[config.mk]
export PLATFORM = sky130hd
export DESIGN_NAME = ov7670_pixel_capture
export DESIGN_NICKNAME = d
export VERILOG_FILES = /design/src/rtl/ov7670_capture_pkg.sv /design/src/rtl/cam_edge_detect.sv /design/src/rtl/ov7670_pixel_capture.sv
export SDC_FILE = /design/constraint.sdc
export NUM_CORES = 1
export LEC_CHECK = 0
export ABC_AREA = 1
export BUFFER_PORTS_ARGS = -buffer_cell sky130_fd_sc_hd__buf_2
export CAP_MARGIN = 20
export CORE_MARGIN = 2
export CORE_UTILIZATION = 30
export CTS_CLUSTER_DIAMETER = 120
export CTS_CLUSTER_SIZE = 24
export DETAILED_ROUTE_END_ITERATION = 10
export PLACE_DENSITY = 0.52
export SLEW_MARGIN = 0
export SYNTH_ARGS = -nofsm -noshare
export SYNTH_HDL_FRONTEND = slang
export SYNTH_SLANG_ARGS = --single-unit
[constraint.sdc]
create_clock -name clk -period 1.5 [get_ports clk]
set_input_delay 0.45 -clock clk [delete_from_list [all_inputs] [get_ports clk]]
set_output_delay 0.45 -clock clk [all_outputs]
set_load 0.01 [all_outputs]
[src/rtl/ov7670_capture_pkg.sv]
// OV7670 capture shared types and constants.
// State encoding, frame marker word and pixel width.
package ov7670_capture_pkg;

  localparam int PIXEL_W = 16;
  localparam logic [16:0] FRAME_MARKER = 17'h10000;

  typedef enum logic [2:0] {
    IDLE,
    WAIT_VS_END,
    WAIT_LINE,
    ACTIVE,
    DROP,
    END_FRAME
  } cap_state_t;

endpackage

[src/rtl/cam_edge_detect.sv]
// Input register plus previous-value flop for edge detection.
// Ports: clk, reset_n, d (raw), q (registered), rise, fall.
module cam_edge_detect (
  input  logic clk,
  input  logic reset_n,
  input  logic d,
  output logic q,
  output logic rise,
  output logic fall
);

  logic prev;

  always_ff @(posedge clk or negedge reset_n) begin
    if (!reset_n) begin
      q    <= 1'b0;
      prev <= 1'b0;
    end else begin
      q    <= d;
      prev <= q;
    end
  end

  assign rise = q & ~prev;
  assign fall = ~q & prev;

endmodule

[src/rtl/ov7670_pixel_capture.sv]
// OV7670 RGB565 byte stream to 17-bit FIFO words with frame marker.
// Ports: clk, reset_n, enable, cam_vsync/href/data, fifo_full,
// fifo_wr_en/data, frame_done, frame_err, overflow, clear_err,
// frame_count.
module ov7670_pixel_capture
  import ov7670_capture_pkg::*;
#(
  parameter int FRAME_WIDTH       = 640,
  parameter int FRAME_HEIGHT      = 480,
  parameter bit VSYNC_ACTIVE_HIGH = 1'b1
) (
  input  logic        clk,
  input  logic        reset_n,
  input  logic        enable,
  input  logic        cam_vsync,
  input  logic        cam_href,
  input  logic [7:0]  cam_data,
  input  logic        fifo_full,
  output logic        fifo_wr_en,
  output logic [16:0] fifo_data,
  output logic        frame_done,
  output logic        frame_err,
  output logic        overflow,
  input  logic        clear_err,
  output logic [15:0] frame_count
);

  localparam logic [15:0] W16 = 16'(FRAME_WIDTH);
  localparam logic [15:0] H16 = 16'(FRAME_HEIGHT);
  localparam int BYTE_W = PIXEL_W / 2;

  cap_state_t        state;
  logic [BYTE_W-1:0] d_q;
  logic [BYTE_W-1:0] hi;
  logic [15:0]       col;
  logic [15:0]       row;
  logic              phase;
  logic              line_long;

  logic vs_in, vs_act, vs_rise, vs_fall;
  logic hr_q, hr_rise, hr_fall;

  // Normalise polarity so the vsync flop holds "vsync active".
  assign vs_in = VSYNC_ACTIVE_HIGH ? cam_vsync : ~cam_vsync;

  cam_edge_detect u_vs (
    .clk     (clk),
    .reset_n (reset_n),
    .d       (vs_in),
    .q       (vs_act),
    .rise    (vs_rise),
    .fall    (vs_fall)
  );

  cam_edge_detect u_hr (
    .clk     (clk),
    .reset_n (reset_n),
    .d       (cam_href),
    .q       (hr_q),
    .rise    (hr_rise),
    .fall    (hr_fall)
  );

  always_ff @(posedge clk or negedge reset_n) begin
    if (!reset_n) begin
      d_q <= '0;
    end else begin
      d_q <= cam_data;
    end
  end

  always_ff @(posedge clk or negedge reset_n) begin
    if (!reset_n) begin
      state       <= IDLE;
      hi          <= '0;
      col         <= '0;
      row         <= '0;
      phase       <= 1'b0;
      line_long   <= 1'b0;
      fifo_wr_en  <= 1'b0;
      fifo_data   <= '0;
      frame_done  <= 1'b0;
      frame_err   <= 1'b0;
      overflow    <= 1'b0;
      frame_count <= '0;
    end else begin
      fifo_wr_en <= 1'b0;
      frame_done <= 1'b0;
      // Later set statements override this clear.
      if (clear_err) begin
        frame_err <= 1'b0;
        overflow  <= 1'b0;
      end
      case (state)
        IDLE: begin
          if (vs_act) state <= WAIT_VS_END;
        end
        WAIT_VS_END: begin
          if (vs_fall) begin
            if (!enable) begin
              state <= IDLE;
            end else if (fifo_full) begin
              overflow <= 1'b1;
              state    <= DROP;
            end else begin
              fifo_wr_en <= 1'b1;
              fifo_data  <= FRAME_MARKER;
              row        <= '0;
              col        <= '0;
              phase      <= 1'b0;
              line_long  <= 1'b0;
              state      <= WAIT_LINE;
            end
          end
        end
        WAIT_LINE: begin
          if (vs_rise) begin
            // Frame result is registered on entry to END_FRAME.
            if (row == H16) begin
              frame_done  <= 1'b1;
              frame_count <= frame_count + 16'd1;
            end else begin
              frame_err <= 1'b1;
            end
            state <= END_FRAME;
          end else if (hr_rise) begin
            // First high byte arrives with the rising edge.
            hi        <= d_q;
            phase     <= 1'b1;
            col       <= '0;
            line_long <= 1'b0;
            state     <= ACTIVE;
          end
        end
        ACTIVE: begin
          if (vs_rise) begin
            frame_err <= 1'b1;
            if (row == H16) begin
              frame_done  <= 1'b1;
              frame_count <= frame_count + 16'd1;
            end
            state <= END_FRAME;
          end else if (hr_fall) begin
            if (col != W16 || phase || line_long) begin
              frame_err <= 1'b1;
            end else if (row != H16) begin
              row <= row + 16'd1;
            end
            col       <= '0;
            phase     <= 1'b0;
            line_long <= 1'b0;
            state     <= WAIT_LINE;
          end else if (hr_q) begin
            phase <= ~phase;
            if (!phase) begin
              hi <= d_q;
            end else begin
              if (col == W16) line_long <= 1'b1;
              else col <= col + 16'd1;
              if (col < W16 && row < H16) begin
                if (fifo_full) begin
                  overflow <= 1'b1;
                  state    <= DROP;
                end else begin
                  fifo_wr_en <= 1'b1;
                  fifo_data  <= {1'b0, hi, d_q};
                end
              end
            end
          end
        end
        DROP: begin
          if (vs_rise) state <= IDLE;
        end
        END_FRAME: begin
          state <= WAIT_VS_END;
        end
        default: state <= IDLE;
      endcase
    end
  end

endmodule
# After elaboration in Yosys (flattened, before gate mapping)
# Cells that the tools add are included.
# totals
output_inout_bits	37
regBits	94
elab_cells	175
inputBits	15
# classes
n_lt_le_gt_ge	2
n_addsub	3
n_eq_ne	35
reduce_logical	16
n_mux	93
n_bitwise	9
# ops
operator	n
$mux 16	14
$mux 17	9
$add 16x1->16 const B	3
$mux 8	6
$pmux 16 s3	1
$mux 1	41
$mux 3	13
$pmux 17 s2	1
$pmux 16 s2	1
$reduce_and 10->1	3
$ne 2x2->1 const B	13
$reduce_and 8->1	3
$pmux 3 s6	1
$eq 16x10->1 const B	1
$eq 16x9->1 const B	1
$lt 16x10->1 const B	1
$lt 16x9->1 const B	1
$ne 16x10->1 const B	1
$ne 16x9->1 const B	1
$pmux 8 s2	1
$ne 4x3->1 const B	3
$ne 3x3->1 const B	3
$ne 2x1->1 const B	4
$reduce_and 7->1	1
other kinds (16)	31

# Logic depth before layout (Yosys ltp)
# depth
word_depth	8
mapped_depth	11
mapped_depth_nobuf	11

# Cells and area by module
# Synthesis repeated with hierarchy kept, for this count alone.
# hier_totals
cells_unflattened	777
hier_area_um2	5570.3
# by_module_without_submodules
module	seq_area_each_um2	area_each_um2	cells_each	instances
ov7670_pixel_capture	2252.2	5440.2	765	1
cam_edge_detect	50.0	65.1	6	2

# Worst setup path after synthesis
# No wires, ideal clock.
# synth_path
path_kind	register to register
startpoint	register row[0]
endpoint	register row[2]
path_stages_with_launch	12
required_ns	1.382
setup_time_ns	0.118
arrival_ns	1.465
period_less_slack_ns	1.584
setup_slack_ns	-0.084
path_buffers	1
cell_sequence	dfrtp_1 > inv_1 > ha_1 > nand3_1 > nor2_1 > nand2_1 > nor2_1 > nor2_1 > nand3_2 > buf_6 > nand3_1 > nand2_1
# synth_via
elab_chain_len	6
elab_cells_between_ends	9
cone_classes	add/sub (1); eq/ne (2); mux (5); reduce/logical (1)
# synth_rtl
element	line	source
start, declared	ov7670_pixel_capture.sv:36	logic [15:0] row;
start signal, assigned	ov7670_pixel_capture.sv:147	row <= row + 16'd1;
$add 16x1->16	ov7670_pixel_capture.sv:147	
$mux 16	ov7670_pixel_capture.sv:146	end else if (row != H16) begin
$mux 16	ov7670_pixel_capture.sv:144	if (col != W16 || phase || line_long) begin
$mux 16	ov7670_pixel_capture.sv:143	end else if (hr_fall) begin
$mux 16	ov7670_pixel_capture.sv:136	if (vs_rise) begin
$pmux 16 s2	ov7670_pixel_capture.sv:94	case (state)
# Parallel ways exist; a longest one is shown, timed or not. The select of a mux whose other input is x is not followed.
# A chain may end at the register's enable or synchronous reset.

# Final worst setup path
# layout_path
startpoint	register state[1]
endpoint	register state[0]
# layout_via
elab_chain_len	3
elab_cells_between_ends	16
cone_classes	eq/ne (13); mux (1); reduce/logical (2)
# layout_rtl
element	line	source
start, declared	ov7670_pixel_capture.sv:32	cap_state_t state;
start signal, assigned	ov7670_pixel_capture.sv:74	state <= IDLE;
start signal, assigned	ov7670_pixel_capture.sv:96	if (vs_act) state <= WAIT_VS_END;
start signal, assigned	ov7670_pixel_capture.sv:101	state <= IDLE;
$eq 3x2->1, or another cell as far along	ov7670_pixel_capture.sv:94	
$ne 4x2->1 (no source line), or another cell as far along	-	
$reduce_and 8->1 (no source line)	-	
# Parallel ways exist; a longest one is shown, timed or not.

==> key figures <==
Global route
  – First-pass GRT wire length: approximately 24 mm
  – Largest net degree at the start of global routing: 33
  – GR Overflow Total: 0
  – Antenna violations before repair: 0
  – Vias in the first global route: 4853
  – GRT Util Overall: 0.1614

Placed design
  – PortBufs: between 50 and 60
  – Placed cell areas: between 0.006 and 0.007 mm^2
  – GP Congestion: around 0.84
  – HPWL Detailed: 10.54 mm

Synthesis
  – Post-synthesis adder-cell area fraction: 0.01171
  – YS warnings: 0
  – Cells after synthesis: 700
  – Mux share of post-synthesis cell area: 0
  – Largest family of logic cells by synthesized area: simple AND/OR/NAND/NOR gates
  – Post-synth net total: 720
  – Register area share after synthesis: 0.4402
  – Leading area contributor after synthesis: dfrtp_1
  – Average size of a mapped cell: ~7.6 um^2
  – Fraction of synthesized cell area in xor and xnor cells: 0.03934
  – Top cells by area, synth: dfrtp_1 (44%), nand2_1 (13%), nand3_1 (8.0%)
  – Post-synthesis simple-gate area fraction: 0.3653
  – Netlist cell types: 34
  – Seq cells post-synth: 94
  – FFs w/ async S/R, synth: 1.000
  – Post-synth top flop: dfrtp_1
  – Post-synth EDFFs: 0
  – Synthesized cell area: 0.005344 mm^2
  – Synth Area in Compound Gates: 0.05713
  – Synth top area share: 0.4402

CTS
  – Clock Pin Slew Worst Setup and Hold Paths: roughly 0.080 ns
  – Num CTS Buffers: 9
  – Root buffer cell: clkbuf_16
  – H-tree depth: 3
  – Clock Latency Late Sink: approximately 0.35 ns
  – CTS tree: built
  – CTS Buffer Depth: 2
  – Clk sinks: 94

Timing
  – Final setup viols: 78
  – RSZ-0062 raised after global routing: yes
  – Max_slew headroom: 0.7718
  – Final Hold Vio Count: 0
  – Worst Clk Skew: ~0.0060 ns
  – Worst Max-Slew Pin Slew: between 0.3 and 0.4 ns
  – Max-slew violations: 0
  – Max Clk Rate: 0.5973 GHz
  – Total negative slack: -8.520 ns
  – Tmin final: roughly 1.7 ns
  – Setup WS post-layout: -0.1743 ns
  – Period utilization: 1.116

Critical path
  – Startpoint Class: register
  – Max stage delay on crit path: between 0.4 and 0.5 ns
  – Worst-path cell chain: nand2_2 > nor2_4 > buf_4 > buf_6 > nand3_4 > buf_6 > nand3_2 > nand2_1 > nand2_1 > nor2_2 > nand2_2 > nand2_1 > nand2_1
  – CP Data Required Time: roughly 1.8 ns
  – Worst setup EP type: register
  – Worst Path Max Fanout: 4
  – CP Data Arrival Time: ~1.9 ns
  – CP max-delay cell: dfrtp_2
  – CP Class: reg -> reg
  – Most used cell, CP: nand2_1

Hold path
  – Hold Path Class: in -> reg

Route
  – WL/cell: around 14 um
  – Routed vias: 5290
  – Vias/cell: between 4 and 5
  – DR iter-0 viols: about 210
  – First-pass iteration count of the detailed router: 4
  – Total routed wirelength: 15.77 mm
  – # DRC: 0
  – Antenna-violating nets left: 0

Floorplanning
  – Starting Density: 0.3079
  – Row count: 48
  – Core ar.: 0.01736 mm^2
  – Ports: 52
  – Die area: about 0.019 mm^2
  – Die height: between 100 and 150 um
  – DIE WIDTH: 137.5 um

Power and ir drop
  – Worst VDD drop: between 0.8 and 0.9 mV
  – Power Dens Cells: around 1300 mW/mm^2
  – Leakage Power: between 3 and 4 nW

Status
  – Status: complete, but fails checks
  – Failing checks: negative setup slack

Job
  – Max-cap violations: 0

Finish
  – Share of cells above drive strength 1: 0.4352
  – Final nets: approximately 920
  – Design area: approximately 0.0081 mm^2
  – Most common cell after layout, fill and taps aside: nand2_1
  – Most frequent cells in the layout: nand2_1 (138), buf_4 (118), dfrtp_1 (90)
  – Filler cells: roughly 1700
  – Area grow syn2layout: 51.46%
  – Final antenna diode count: 0
-- routing by layer --
layer	part of all wire	vias to the layer above	routed length (um)	global-route usage
met3	0.030	16	467	0.03017
met5	0	-	0	0
met4	0.013	0	202	0.04238
met2	0.50	83	7922	0.2734
li1	-	2658	-	-
met1	0.46	2533	7178	0.2115
-- cells by family (layout without fill, tap and decap cells) --
group           Yosys count  count (layout)
buf+inv                 106             303
fa+ha+maj                 5               5
simple gates            424             430
xor+xnor                 24              24
flops                    94              94
compound gates           47              47
-- cell type report --
| cell class | instances | area (um^2) | area share |
|---|---|---|---|
| clock buffers | 9 | 225.2 | 0.02783 |
| clock inverters | 7 | 73.82 | 0.009120 |
| inverters | 86 | 329.1 | 0.04066 |
| multi-input cells | 506 | 3241 | 0.4004 |
| flip-flops and latches | 94 | 2357 | 0.2912 |
| well taps | 225 | 281.5 | 0.03478 |
| repair buffers | 201 | 1587 | 0.1960 |
-- sequential cells by signal, summed over array words and instances (netlist names), 3 cells and up --
register	count
d_q	8
frame_count	16
hi	8
fifo_data	17
state	3
col	16
row	16
-- where the power goes --
| group | total [W] | internal [W] | switching (W) |
|---|---|---|---|
| sequential | 0.00317 | 0.00289 | 0.000283 |
| combinational | 0.00487 | 0.00190 | 0.00297 |
| clock | 0.00234 | 0.00118 | 0.00116 |
-- worst max-delay path: cells and delay by family (launching register included) --
kind,cells,cell delay [ns]
and+or+nand+nor,10,0.77
buffers and inverters,3,0.35
DFF,1,0.45
-- cell usage after synthesis (2+ instances only) --
library cell  count
nor2_2            6
inv_2             7
ha_1              5
nor2_1           75
buf_2             6
xor2_1           18
o21ai_2          16
o21bai_1          3
nand2_1         189
nand4_1          32
nor3_1           17
clkbuf_1          4
buf_6             6
dfrtp_1          94
nand2_2           3
nand2_4           3
inv_1            78
o21ai_1           9
nor2_4            5
nor3_4            2
xnor2_1           6
nand3_2           2
nand3_1          85
a21oi_1           3
buf_4             3
o21ai_0          15
-- path summary, 6_finish.rpt --
kind / from / to / slack, ns / cells after the start
min in group asynchronous: reset_n / row[1]$_DFFE_PN0P_ / 0.54 / 2
max reg2reg: state[1]$_DFFE_PN0P_ / state[0]$_DFFE_PN0P_ / -0.17 / 13
max: state[1]$_DFFE_PN0P_ / state[0]$_DFFE_PN0P_ / -0.17 / 13
min: cam_data[6] / d_q[6]$_DFF_PN0_ / 0.19 / 1
max in group asynchronous: reset_n / hi[2]$_DFFE_PN0P_ / 0.50 / 3
min reg2reg: u_vs.q$_DFF_PN0_ / u_vs.prev$_DFF_PN0_ / 0.40 / 0
-- metrics by stage --
step	power (W)	util	hold WS [ns]	instances	setup slack, ns
2_1_floorplan	0.005255	-	0.1544	700	-0.03926
3_3_place_gp	0.006227	0.3879	0.3700	1080	-0.2582
3_5_place_dp	0.006206	0.3879	0.3662	1080	-0.2083
4_1_cts	0.008982	0.4251	0.1791	1106	-0.1495
5_1_grt	0.01093	0.4663	0.1754	1128	-0.2557
6_report	0.01038	0.4663	0.1946	1128	-0.1743
-- what timing repair did --
action | CTS | global route
setup endpoints to repair | 80 | 82
cloned | 2 | 7
hold endpoints to repair | 16 | 0
buffers inserted | 7 | 15
pin swaps | 18 | 44
hold buffers | 1 | 0
resized for setup | 70 | 142
No activity file was read; power rests on OpenSTA's default activity.
